==> src/rtl/btn_input_ctrl.sv <==
// Memory-mapped button peripheral: synchronises and debounces four active-low buttons,
// latches press/release events, counts presses and returns a registered read word.
module btn_input_ctrl #(
   parameter int unsigned DEBOUNCE_CYCLES = 50000,
   parameter int unsigned CNT_W           = 16
) (
   input  logic        clk,
   input  logic        reset,
   input  logic        btnUp,
   input  logic        btnDown,
   input  logic        btnLeft,
   input  logic        btnRight,
   input  logic        ren,
   input  logic [31:0] address,
   output logic [31:0] data_out
);

   localparam logic [CNT_W-1:0] CntMax = CNT_W'(DEBOUNCE_CYCLES - 1);

   logic [3:0]            btn_raw;
   logic [3:0]            sync1_q, sync2_q;
   logic [3:0]            smp;
   logic [3:0]            lvl_q, lvl_d;
   logic [3:0][CNT_W-1:0] cnt_q, cnt_d;
   logic [3:0]            rise, fall;
   logic [3:0]            press_q, press_d;
   logic [3:0]            rel_q, rel_d;
   logic [3:0][7:0]       pcnt_q, pcnt_d;
   logic [31:0]           data_out_q, data_out_d;
   logic                  clr_press, clr_rel;
   logic                  unused_addr;

   assign btn_raw     = {btnRight, btnLeft, btnDown, btnUp};
   assign smp         = ~sync2_q;
   assign unused_addr = ^{address[31:4], address[1:0]};
   assign data_out    = data_out_q;

   // Any sample that disagrees with the current level for CntMax+1 cycles wins.
   always_comb begin
      lvl_d = lvl_q;
      cnt_d = cnt_q;
      rise  = '0;
      fall  = '0;
      for (int i = 0; i < 4; i++) begin
         if (smp[i] == lvl_q[i]) begin
            cnt_d[i] = '0;
         end else if (cnt_q[i] == CntMax) begin
            lvl_d[i] = smp[i];
            cnt_d[i] = '0;
            rise[i]  = smp[i];
            fall[i]  = ~smp[i];
         end else begin
            cnt_d[i] = cnt_q[i] + 1'b1;
         end
      end
   end

   assign clr_press = ren && (address[3:2] == 2'd1);
   assign clr_rel   = ren && (address[3:2] == 2'd2);

   // A new event on the same edge as a clear-on-read keeps the flag set.
   always_comb begin
      press_d = (press_q & {4{~clr_press}}) | rise;
      rel_d   = (rel_q & {4{~clr_rel}}) | fall;
      pcnt_d  = pcnt_q;
      for (int i = 0; i < 4; i++) begin
         if (rise[i]) begin
            pcnt_d[i] = pcnt_q[i] + 8'd1;
         end
      end
   end

   always_comb begin
      data_out_d = data_out_q;
      if (ren) begin
         unique case (address[3:2])
            2'd0:    data_out_d = {28'b0, lvl_q};
            2'd1:    data_out_d = {28'b0, press_q};
            2'd2:    data_out_d = {28'b0, rel_q};
            default: data_out_d = {pcnt_q[3], pcnt_q[2], pcnt_q[1], pcnt_q[0]};
         endcase
      end
   end

   always_ff @(posedge clk) begin
      if (reset) begin
         sync1_q    <= '1;
         sync2_q    <= '1;
         lvl_q      <= '0;
         cnt_q      <= '0;
         press_q    <= '0;
         rel_q      <= '0;
         pcnt_q     <= '0;
         data_out_q <= '0;
      end else begin
         sync1_q    <= btn_raw;
         sync2_q    <= sync1_q;
         lvl_q      <= lvl_d;
         cnt_q      <= cnt_d;
         press_q    <= press_d;
         rel_q      <= rel_d;
         pcnt_q     <= pcnt_d;
         data_out_q <= data_out_d;
      end
   end

endmodule
==> config.mk <==
export PLATFORM = sky130hd
export DESIGN_NAME = btn_input_ctrl
export DESIGN_NICKNAME = d
export VERILOG_FILES = /design/src/rtl/btn_input_ctrl.sv
export SDC_FILE = /design/constraint.sdc
export NUM_CORES = 1
export LEC_CHECK = 0
export ABC_AREA = 1
export BUFFER_PORTS_ARGS = -buffer_cell sky130_fd_sc_hd__buf_2
export CORE_MARGIN = 2
export CORE_UTILIZATION = 30
export CTS_CLUSTER_SIZE = 16
export DETAILED_ROUTE_END_ITERATION = 8
export PLACE_DENSITY = 0.53
export SLEW_MARGIN = 20
export SYNTH_ARGS = -nofsm -noshare
export SYNTH_HDL_FRONTEND = slang
export SYNTH_SLANG_ARGS = --single-unit
export TNS_END_PERCENT = 10
==> constraint.sdc <==
create_clock -name clk -period 1.6 [get_ports clk]
set_clock_uncertainty 0.1 [all_clocks]
set_input_delay 0.48 -clock clk [delete_from_list [all_inputs] [get_ports clk]]
set_output_delay 0.48 -clock clk [all_outputs]
set_load 0.03 [all_outputs]
# ---- After elaboration in Yosys (flattened, before gate mapping)
# Cells that the tools add are included.
dict set report op_classes {
  eq_ne 10
  addsub 8
  mux 17
  bitwise 15
  reduce_logical 11
}
# operator n
set op_table {}
lappend op_table {{32-bit one-hot mux with 3 select lines} 1}
lappend op_table {{16-bit by 1-bit adder with 16-bit output (second input constant)} 4}
lappend op_table {{16-bit == test (second input constant)} 4}
lappend op_table {{8-bit by 1-bit adder with 8-bit output (second input constant)} 4}
lappend op_table {{1-bit 2-to-1 mux} 16}
lappend op_table {{3-bit OR reduction} 4}
lappend op_table {{1-bit inverter} 10}
lappend op_table {{4-bit bitwise AND} 2}
lappend op_table {{4-bit OR} 2}
lappend op_table {{2-bit AND reduction} 4}
lappend op_table {{1-bit == test} 4}
lappend op_table {{4-bit inverter} 1}
lappend op_table {{2-bit by 1-bit == test with 1-bit output (second input constant)} 1}
lappend op_table {{2-bit == test (second input constant)} 1}
lappend op_table {{1-bit logical AND} 2}
lappend op_table {{2-bit logical NOT} 1}
dict set report word_totals {
  inputBits 39
  ff_bits 148
  out_inout_bits 32
  word_cells 78
}

# ---- Depth between registers and ports, before layout
# Gate-level depths: netlist (run 1).
dict set report logic_depth {
  ltp_word 5
  depth_mapped 9
  ltp_nobuf 9
}

# ---- Worst setup path after synthesis (run 1)
# No wires, ideal clock.
dict set report synth_path {
  kind {reg2reg}
  from {register cnt_q[48] (netlist name)}
  to {register pcnt_q[31] (netlist name)}
  path_buffers 0
  synth_period_minus_slack_ps 1489
  t_required_ps 1385
  t_arrival_ps 1274
  slack_ps 111
  setup_time_ps 115
  stages_incl_launch_ff 9
  cell_sequence {dfxtp_1 ha_1 nand3_1 nor2_1 nand2_2 nor2_2 nand3_1 nand2_1 nor2_1}
}
dict set report synth_between {
  elab_chain_len 3
}
# element line
set synth_lines {}
lappend synth_lines {{from (decl)} 24} ;# logic [3:0][CNT_W-1:0] cnt_q, cnt_d;
lappend synth_lines {{from (signal assigned)} 99} ;# cnt_q <= cnt_d;
lappend synth_lines {{16-bit == test} 47} ;# end else if (cnt_q[i] == CntMax) begin
lappend synth_lines {{1-bit 2-to-1 mux} 47}
lappend synth_lines {{1-bit 2-to-1 mux} 45} ;# if (smp[i] == lvl_q[i]) begin
lappend synth_lines {{to (signal assigned)} 102} ;# pcnt_q <= pcnt_d;
lappend synth_lines {{to (decl)} 28} ;# logic [3:0][7:0] pcnt_q, pcnt_d;
# No other way between the ends.
# A chain may end at the register's enable or synchronous reset.

# ---- Worst setup path after layout (run 1)
dict set report layout_path {
  from {register data_out_q[9], in the netlist data_out[9]}
  to {output port data_out[9]}
}
# element line
set layout_rtl {}
lappend layout_rtl {{from (decl)} 29} ;# logic [31:0] data_out_q, data_out_d;
lappend layout_rtl {{from (signal assigned)} 103} ;# data_out_q <= data_out_d;
lappend layout_rtl {{to (decl)} 15} ;# output logic [31:0] data_out
# No word-level cell between the ends.

==> flow_summary_export.csv, run 1 <==
group,metric,value,unit
global_route,met1_usage,17.00,%
cells_and_area,post-route-cell-area,0.008787,mm²
cells_and_area,register_area,0.002970,mm²
critical_path,reg2reg_from,"cnt_q[32]",
clocking,htree_levels,4,
timing,clock.fmax,639.7,MHz
floorplanning,chipHeight,157.7,µm
yosys,async_flop_share,0,%
floorplanning,dieWidth,157.7,µm
yosys,synth.distinct_cells,36,
power,vdd_drop_max,0.4775,mV
global_route,grt_pass1_vias,5971,
drt,wirelength,16180,µm
yosys,synth_xor_area_share,2.349,%
placed_design,dp_hpwl,11540,µm
yosys,synthCells,1022,
critical_path,cp-startpoint,"data_out[9]",
critical_path,setup.worst_path.start_class,"flop",
global_route,grt_pass1_wl,27080,µm
global_route,grt_max_degree,43,
global_route,gr-total-overflow,0,
critical_path,slowest_delay,0.36,ns
yosys,yosys.area.top_type_share,41.82,%
timing,relSlewSlack,69.20,%
yosys,ys.warnings.count,0,
placed_design,placed_area,0.007943,mm²
critical_path,end_kind,"output port",
yosys,syn_nets,1069,
placed_design,io_buffers,40,
clocking,root_buffer,"clkbuf_16",
drt,vias_per_cell,4.440,
cells_and_area,nets,1149,
yosys,ys_ff_latch,148,
timing,period_share,97.70,%
placed_design,gp_congestion,0.8365,
global_route,gr-usage-met2,22.38,%
critical_path,path_cells,"clkbuf_4",
global_route,antenna_found_initial,0,
global_route,grtUsageTotal,13.50,%
yosys,muxShareOfSynthArea,0,%
cells_and_area,fill_cells,2481,
yosys,synth-simple-area-share,34.95,%
critical_path,r2r-end,"cnt_q[46]",
critical_path,cp.arrival,0.98,ns
flow_run,cap_violations,0,
cells_and_area,multi_input_area,0.003647,mm²
timing,rsz0062_at_grt,"true",
run_status,status,"completed",
floorplanning,row_count,56,
power,power_per_cell_area,941.3,mW/mm²
critical_path,critical_path_buf_inv_count,1,
timing,worst_pin_slew,0.4585,ns
floorplanning,dieArea,0.02486,mm²
cells_and_area,layout_common_cells,"nand2_1, nor2_1, inv_1",
yosys,synthAdderAreaFrac,1.413,%
yosys,synth-compound-area-share,9.765,%
drt,dr.pass1.iters,6,
critical_path,crit_type,"flop to output port",
floorplanning,io-pin-count,71,
yosys,yosys.area.top_type,"dfxtp_1",
cells_and_area,areaGrowthSynthToFinish,24.02,%
clocking,path_clk_slew,0.06,ns
timing,hold_viol_final,0,
critical_path,reg2reg_setup_slack,0.05,ns
yosys,syn_area,0.007086,mm²
clocking,cts_sinks,148,
power,p_leak,0.003502,µW
global_route,gr-max-usage-layer,"met2",
drt,first_iter_violations,249,
yosys,synth_edf_count,0,
yosys,synth_top_family_by_area,"simple AND/OR/NAND/NOR gates",
clocking,insertion_delay,0.42,ns
cells_and_area,layout_commonest_cell,"nand2_1",
critical_path,cpLargestDelayFamily,"flip-flops",
critical_path,critPathRequiredTime,1.02,ns
floorplanning,initial_core_util,30.37,%
yosys,synth_top_flop_cell,"dfxtp_1",
global_route,use_met3,3.860,%
timing,setup_violations,0,
critical_path,worst-path-stages,1,
yosys,netlist_top_cells_area,"dfxtp_1, nand2_1, nor2_1",
hold_path,hp-class,"primary input to flop",
yosys,ys_seq_area_share,41.82,%
critical_path,reg2reg_depth,7,
clocking,cts_buffers,17,
critical_path,cp_max_fo,2,
floorplanning,coreArea,0.02333,mm²
clocking,cts_tree,"built",
drt,wl_per_cell,11.29,µm
clocking,clock_path_buffers,2,
timing,worst_hold_slack,0.1501,ns
hold_path,holdPathStages,2,
critical_path,crit_end,"data_out[9]",
drt,drc,0,
drt,ant_nets,0,
timing,period_needed,1.563,ns
cells_and_area,diodes,0,
drt,vias,6367,
cells_and_area,layout-drive-gt1-share,17.58,%
timing,slew_viol_final,0,
yosys,syn_avg_cell_area,6.933,µm²
critical_path,slowest_stage,"dfxtp_1",
-- worst min path at each step --
stage                     from         end  slack [ns]
finish                 btnLeft  sync1_q[2]        0.15
global route           btnLeft  sync1_q[2]        0.13
CTS                    btnLeft  sync1_q[2]        0.13
detailed placement  sync1_q[2]  sync2_q[2]        0.30
global placement    sync1_q[2]  sync2_q[2]        0.30
floorplan           sync1_q[0]  sync2_q[0]        0.29
-- layer usage --
metal,vias up,share of wire (%)
li1,3423,-
met1,2871,49
met2,61,46
met3,12,3.9
met4,0,0.98
met5,-,0
-- flip-flops by register name (all words and copies together), names as in the netlist --
name      count
cnt_q        64
data_out     32
pcnt_q       32
lvl_q         4
press_q       4
rel_q         4
sync1_q       4
sync2_q       4
-- timing repair --
action | 4_1_cts | 5_1_grt
hold buffers | 0 | 0
cloned | 0 | 1
pin swaps | 2 | 10
setup buffers | 0 | 1
resized for setup | 2 | 65
setup endpoints to repair | 4 | 96
-- final cells by class --
cell class,count,area share (%)
Inverter,151,6.464
Clock buffer,23,5.439
Tap cell,319,4.542
Clock inverter,9,1.438
Sequential cell,148,33.80
Multi-Input combinational cell,701,41.51
Timing Repair Buffer,83,6.806
-- through the flow --
| step | setup slack [ns] | power [µW] | TNS (ns) | util (%) | std cells |
|---|---|---|---|---|---|
| 2_1_floorplan | 0.1109 | 4092 | 0 | - | 1022 |
| 3_3_place_gp | 0.02295 | 4232 | 0 | 34.04 | 1400 |
| 3_5_place_dp | -0.006447 | 4233 | -0.009909 | 34.04 | 1400 |
| 4_1_cts | -0.006503 | 8386 | -0.006503 | 36.64 | 1432 |
| 5_1_grt | -0.01968 | 8593 | -0.1405 | 37.66 | 1434 |
| 6_report | 0.03683 | 8271 | 0 | 37.66 | 1434 |
-- synthesized netlist by cell type, types with 2 or more instances --
cell type / instances
nand2_1: 231
nor2_1: 160
dfxtp_1: 148
inv_1: 145
nand3_1: 59
a21oi_1: 48
o21ai_0: 35
nand4_1: 28
nor3_1: 28
o211ai_1: 28
xor2_1: 15
or2_2: 12
clkbuf_1: 10
nor2_2: 9
ha_1: 8
nand3_2: 6
buf_2: 5
inv_2: 5
nand2_2: 5
nor2_4: 5
a41oi_1: 4
xnor2_1: 4
a31oi_1: 3
buf_4: 3
nor3_2: 3
buf_1: 2
buf_6: 2
nand3_4: 2
nor3_4: 2
-- logic make-up after synthesis --
kind of cell,Yosys count
simple gates,553
buf+inv,174
flops,148
compound gates,120
xor+xnor,19
fa+ha+maj,8
-- where the power goes --
group | switching (µW) | internal (µW)
sequential | 27.9 | 3740
clock | 1540 | 2570
combinational | 263 | 129
(Power assumes the default switching activity.)
==> inputs of run 2 (changes only) <==
--- a/config.mk
+++ b/config.mk
@@ -7,12 +7,14 @@
 export LEC_CHECK = 0
 export ABC_AREA = 1
 export BUFFER_PORTS_ARGS = -buffer_cell sky130_fd_sc_hd__buf_2
+export CELL_PAD_IN_SITES_DETAIL_PLACEMENT = 2
+export CELL_PAD_IN_SITES_GLOBAL_PLACEMENT = 2
 export CORE_MARGIN = 2
 export CORE_UTILIZATION = 30
 export CTS_CLUSTER_SIZE = 16
 export DETAILED_ROUTE_END_ITERATION = 8
-export PLACE_DENSITY = 0.53
-export SLEW_MARGIN = 20
+export PLACE_DENSITY = 0.8
+export SKIP_LAST_GASP = 1
 export SYNTH_ARGS = -nofsm -noshare
 export SYNTH_HDL_FRONTEND = slang
 export SYNTH_SLANG_ARGS = --single-unit
==> run 2 against run 1 <==
The flow now finishes with violations (setup timing). Core utilization grew 1.1 points. Sequential share of layout area shrank 0.81 points. Clock-buffer cell count shrank 4. Fmax shrank 3.6%.
==> flow_summary_export.csv, run 2 (synthesized netlist as in run 1, its figures left out) <==
group,metric,value,unit
clocking,insertion_delay,0.44,ns
global_route,gr-total-overflow,0,
clocking,cts_sinks,148,
critical_path,reg2reg_from,"cnt_q[49]",
cells_and_area,post_layout_nonfiller_instances,1453,
drt,dr.pass1.iters,4,
drt,first_iter_violations,147,
critical_path,setup.worst_path.start_class,"flop",
placed_design,dp_cells,1403,
critical_path,cpLargestDelayFamily,"flip-flops",
critical_path,critPathRequiredTime,1.02,ns
timing,period_share,101.3,%
critical_path,reg2reg_depth,8,
clocking,cts_tree,"built",
cells_and_area,areaGrowthSynthToFinish,27.69,%
drt,vias_per_cell,4.798,
global_route,grt_max_degree,26,
critical_path,end_kind,"output port",
drt,wirelength,23680,µm
cells_and_area,largest_register_ffs,64,
timing,slew_viol_final,0,
run_status,status,"finished with violations",
drt,vias,6971,
global_route,grtUsageTotal,19.07,%
power,vdd_drop_max,0.4079,mV
critical_path,critical_path_buf_inv_count,1,
hold_path,hold_start,"btnUp",
clocking,cts_buffers,17,
placed_design,dp_hpwl,15730,µm
clocking,htree_levels,4,
timing,rsz0062_at_grt,"true",
run_status,violations,"setup timing",
floorplanning,initial_core_util,30.37,%
power,total_power,8610,µW
timing,period_needed,1.621,ns
timing,setup_violations,3,
global_route,antenna_found_initial,0,
critical_path,slowest_stage,"dfxtp_1",
floorplanning,dieWidth,157.7,µm
placed_design,io_buffers,40,
global_route,grt_pass1_vias,7688,
cells_and_area,diodes,0,
cells_and_area,regMostFlops,"cnt_q",
cells_and_area,layout_commonest_cell,"nand2_1",
global_route,grt_pass1_wl,37620,µm
floorplanning,io-pin-count,71,
critical_path,path_cells,"buf_4",
floorplanning,chipHeight,157.7,µm
critical_path,reg2reg_setup_slack,-0.02,ns
critical_path,crit_type,"flop to output port",
drt,drc,0,
hold_path,holdPathStages,2,
timing,worst_pin_slew,0.4478,ns
power,p_leak,0.003690,µW
power,power_per_cell_area,951.7,mW/mm²
critical_path,slowest_delay,0.41,ns
critical_path,cp.arrival,1.04,ns
floorplanning,row_count,56,
placed_design,place_ws,-0.1093,ns
clocking,clock_path_buffers,2,
cells_and_area,layout_common_cells,"nand2_1, nor2_1, inv_1",
clocking,ctsHoldBuffers,0,
placed_design,gp_congestion,0.7585,
flow_run,cap_violations,0,
clocking,root_buffer,"clkbuf_16",
floorplanning,dieArea,0.02486,mm²
timing,setup_slack,-0.02106,ns
drt,wl_per_cell,16.30,µm
drt,ant_nets,0,
clocking,path_clk_slew,0.06,ns
floorplanning,coreArea,0.02333,mm²
timing,clock.fmax,616.9,MHz
cells_and_area,nets,1170,
timing,relSlewSlack,69.92,%
timing,hold_viol_final,0,
critical_path,cp_max_fo,2,
cells_and_area,layout-drive-gt1-share,21.60,%
hold_path,hp-class,"primary input to flop",
critical_path,r2r-end,"cnt_q[56]",
hold_path,min_to,"sync1_q[0]",
==> run 2: where the power goes <==
group          switching (µW)  total, µW  internal, µW
Sequential               33.3       3770          3730
Combinational             279        409           130
Clock                    1650       4430          2780
==> run 2: worst max path at each step <==
stage	slack [ns]	to	from	cells after the start
floorplan	0.11	pcnt_q[31]	cnt_q[48]	8
global placement	-0.02	pcnt_q[26]	cnt_q[48]	6
detailed placement	-0.11	pcnt_q[13]	cnt_q[16]	7
CTS	-0.04	pcnt_q[13]	cnt_q[17]	8
global route	-0.11	cnt_q[56]	cnt_q[49]	8
finish	-0.02	data_out[2]	data_out[2]	1
==> run 2: per-layer routing <==
layer	GRT usage (%)	share of wire (%)	vias to the layer above
li1	-	-	3460
met2	36.83	55	42
met5	0	0	-
met1	20.84	41	3449
met4	5.238	1.4	0
met3	3.997	2.0	20
==> run 2: cell type report <==
type                    count  area, µm²
fillers                  2740      14290
multi-input cells         701       3716
flip-flops and latches    148       2985
repair buffers            104      749.5
inverters                 151      570.5
clock buffers              19      442.9
well taps                 319      399.1
clock inverters            11      183.9
==> run 2: timing repair <==
item                                    CTS  global route
endpoints found under the setup margin   55           124
buffers inserted                          3            16
resized for setup                        16            77
cloned                                    0             1
pin swaps                                 6            28
endpoints found under the hold margin     0             0
==> run 2: stage by stage <==
stage          setup TNS [ns]  utilization (%)  hold slack [ns]  instance area (µm²)
3_3_place_gp         -0.06179            34.14           0.2948                 7965
3_5_place_dp          -0.8095            34.14           0.2974                 7965
2_1_floorplan               0                -           0.2895                 7086
4_1_cts               -0.7189            37.16           0.1368                 8670
6_report             -0.04793            38.78           0.1518                 9047
5_1_grt                -2.979            38.78           0.1554                 9047
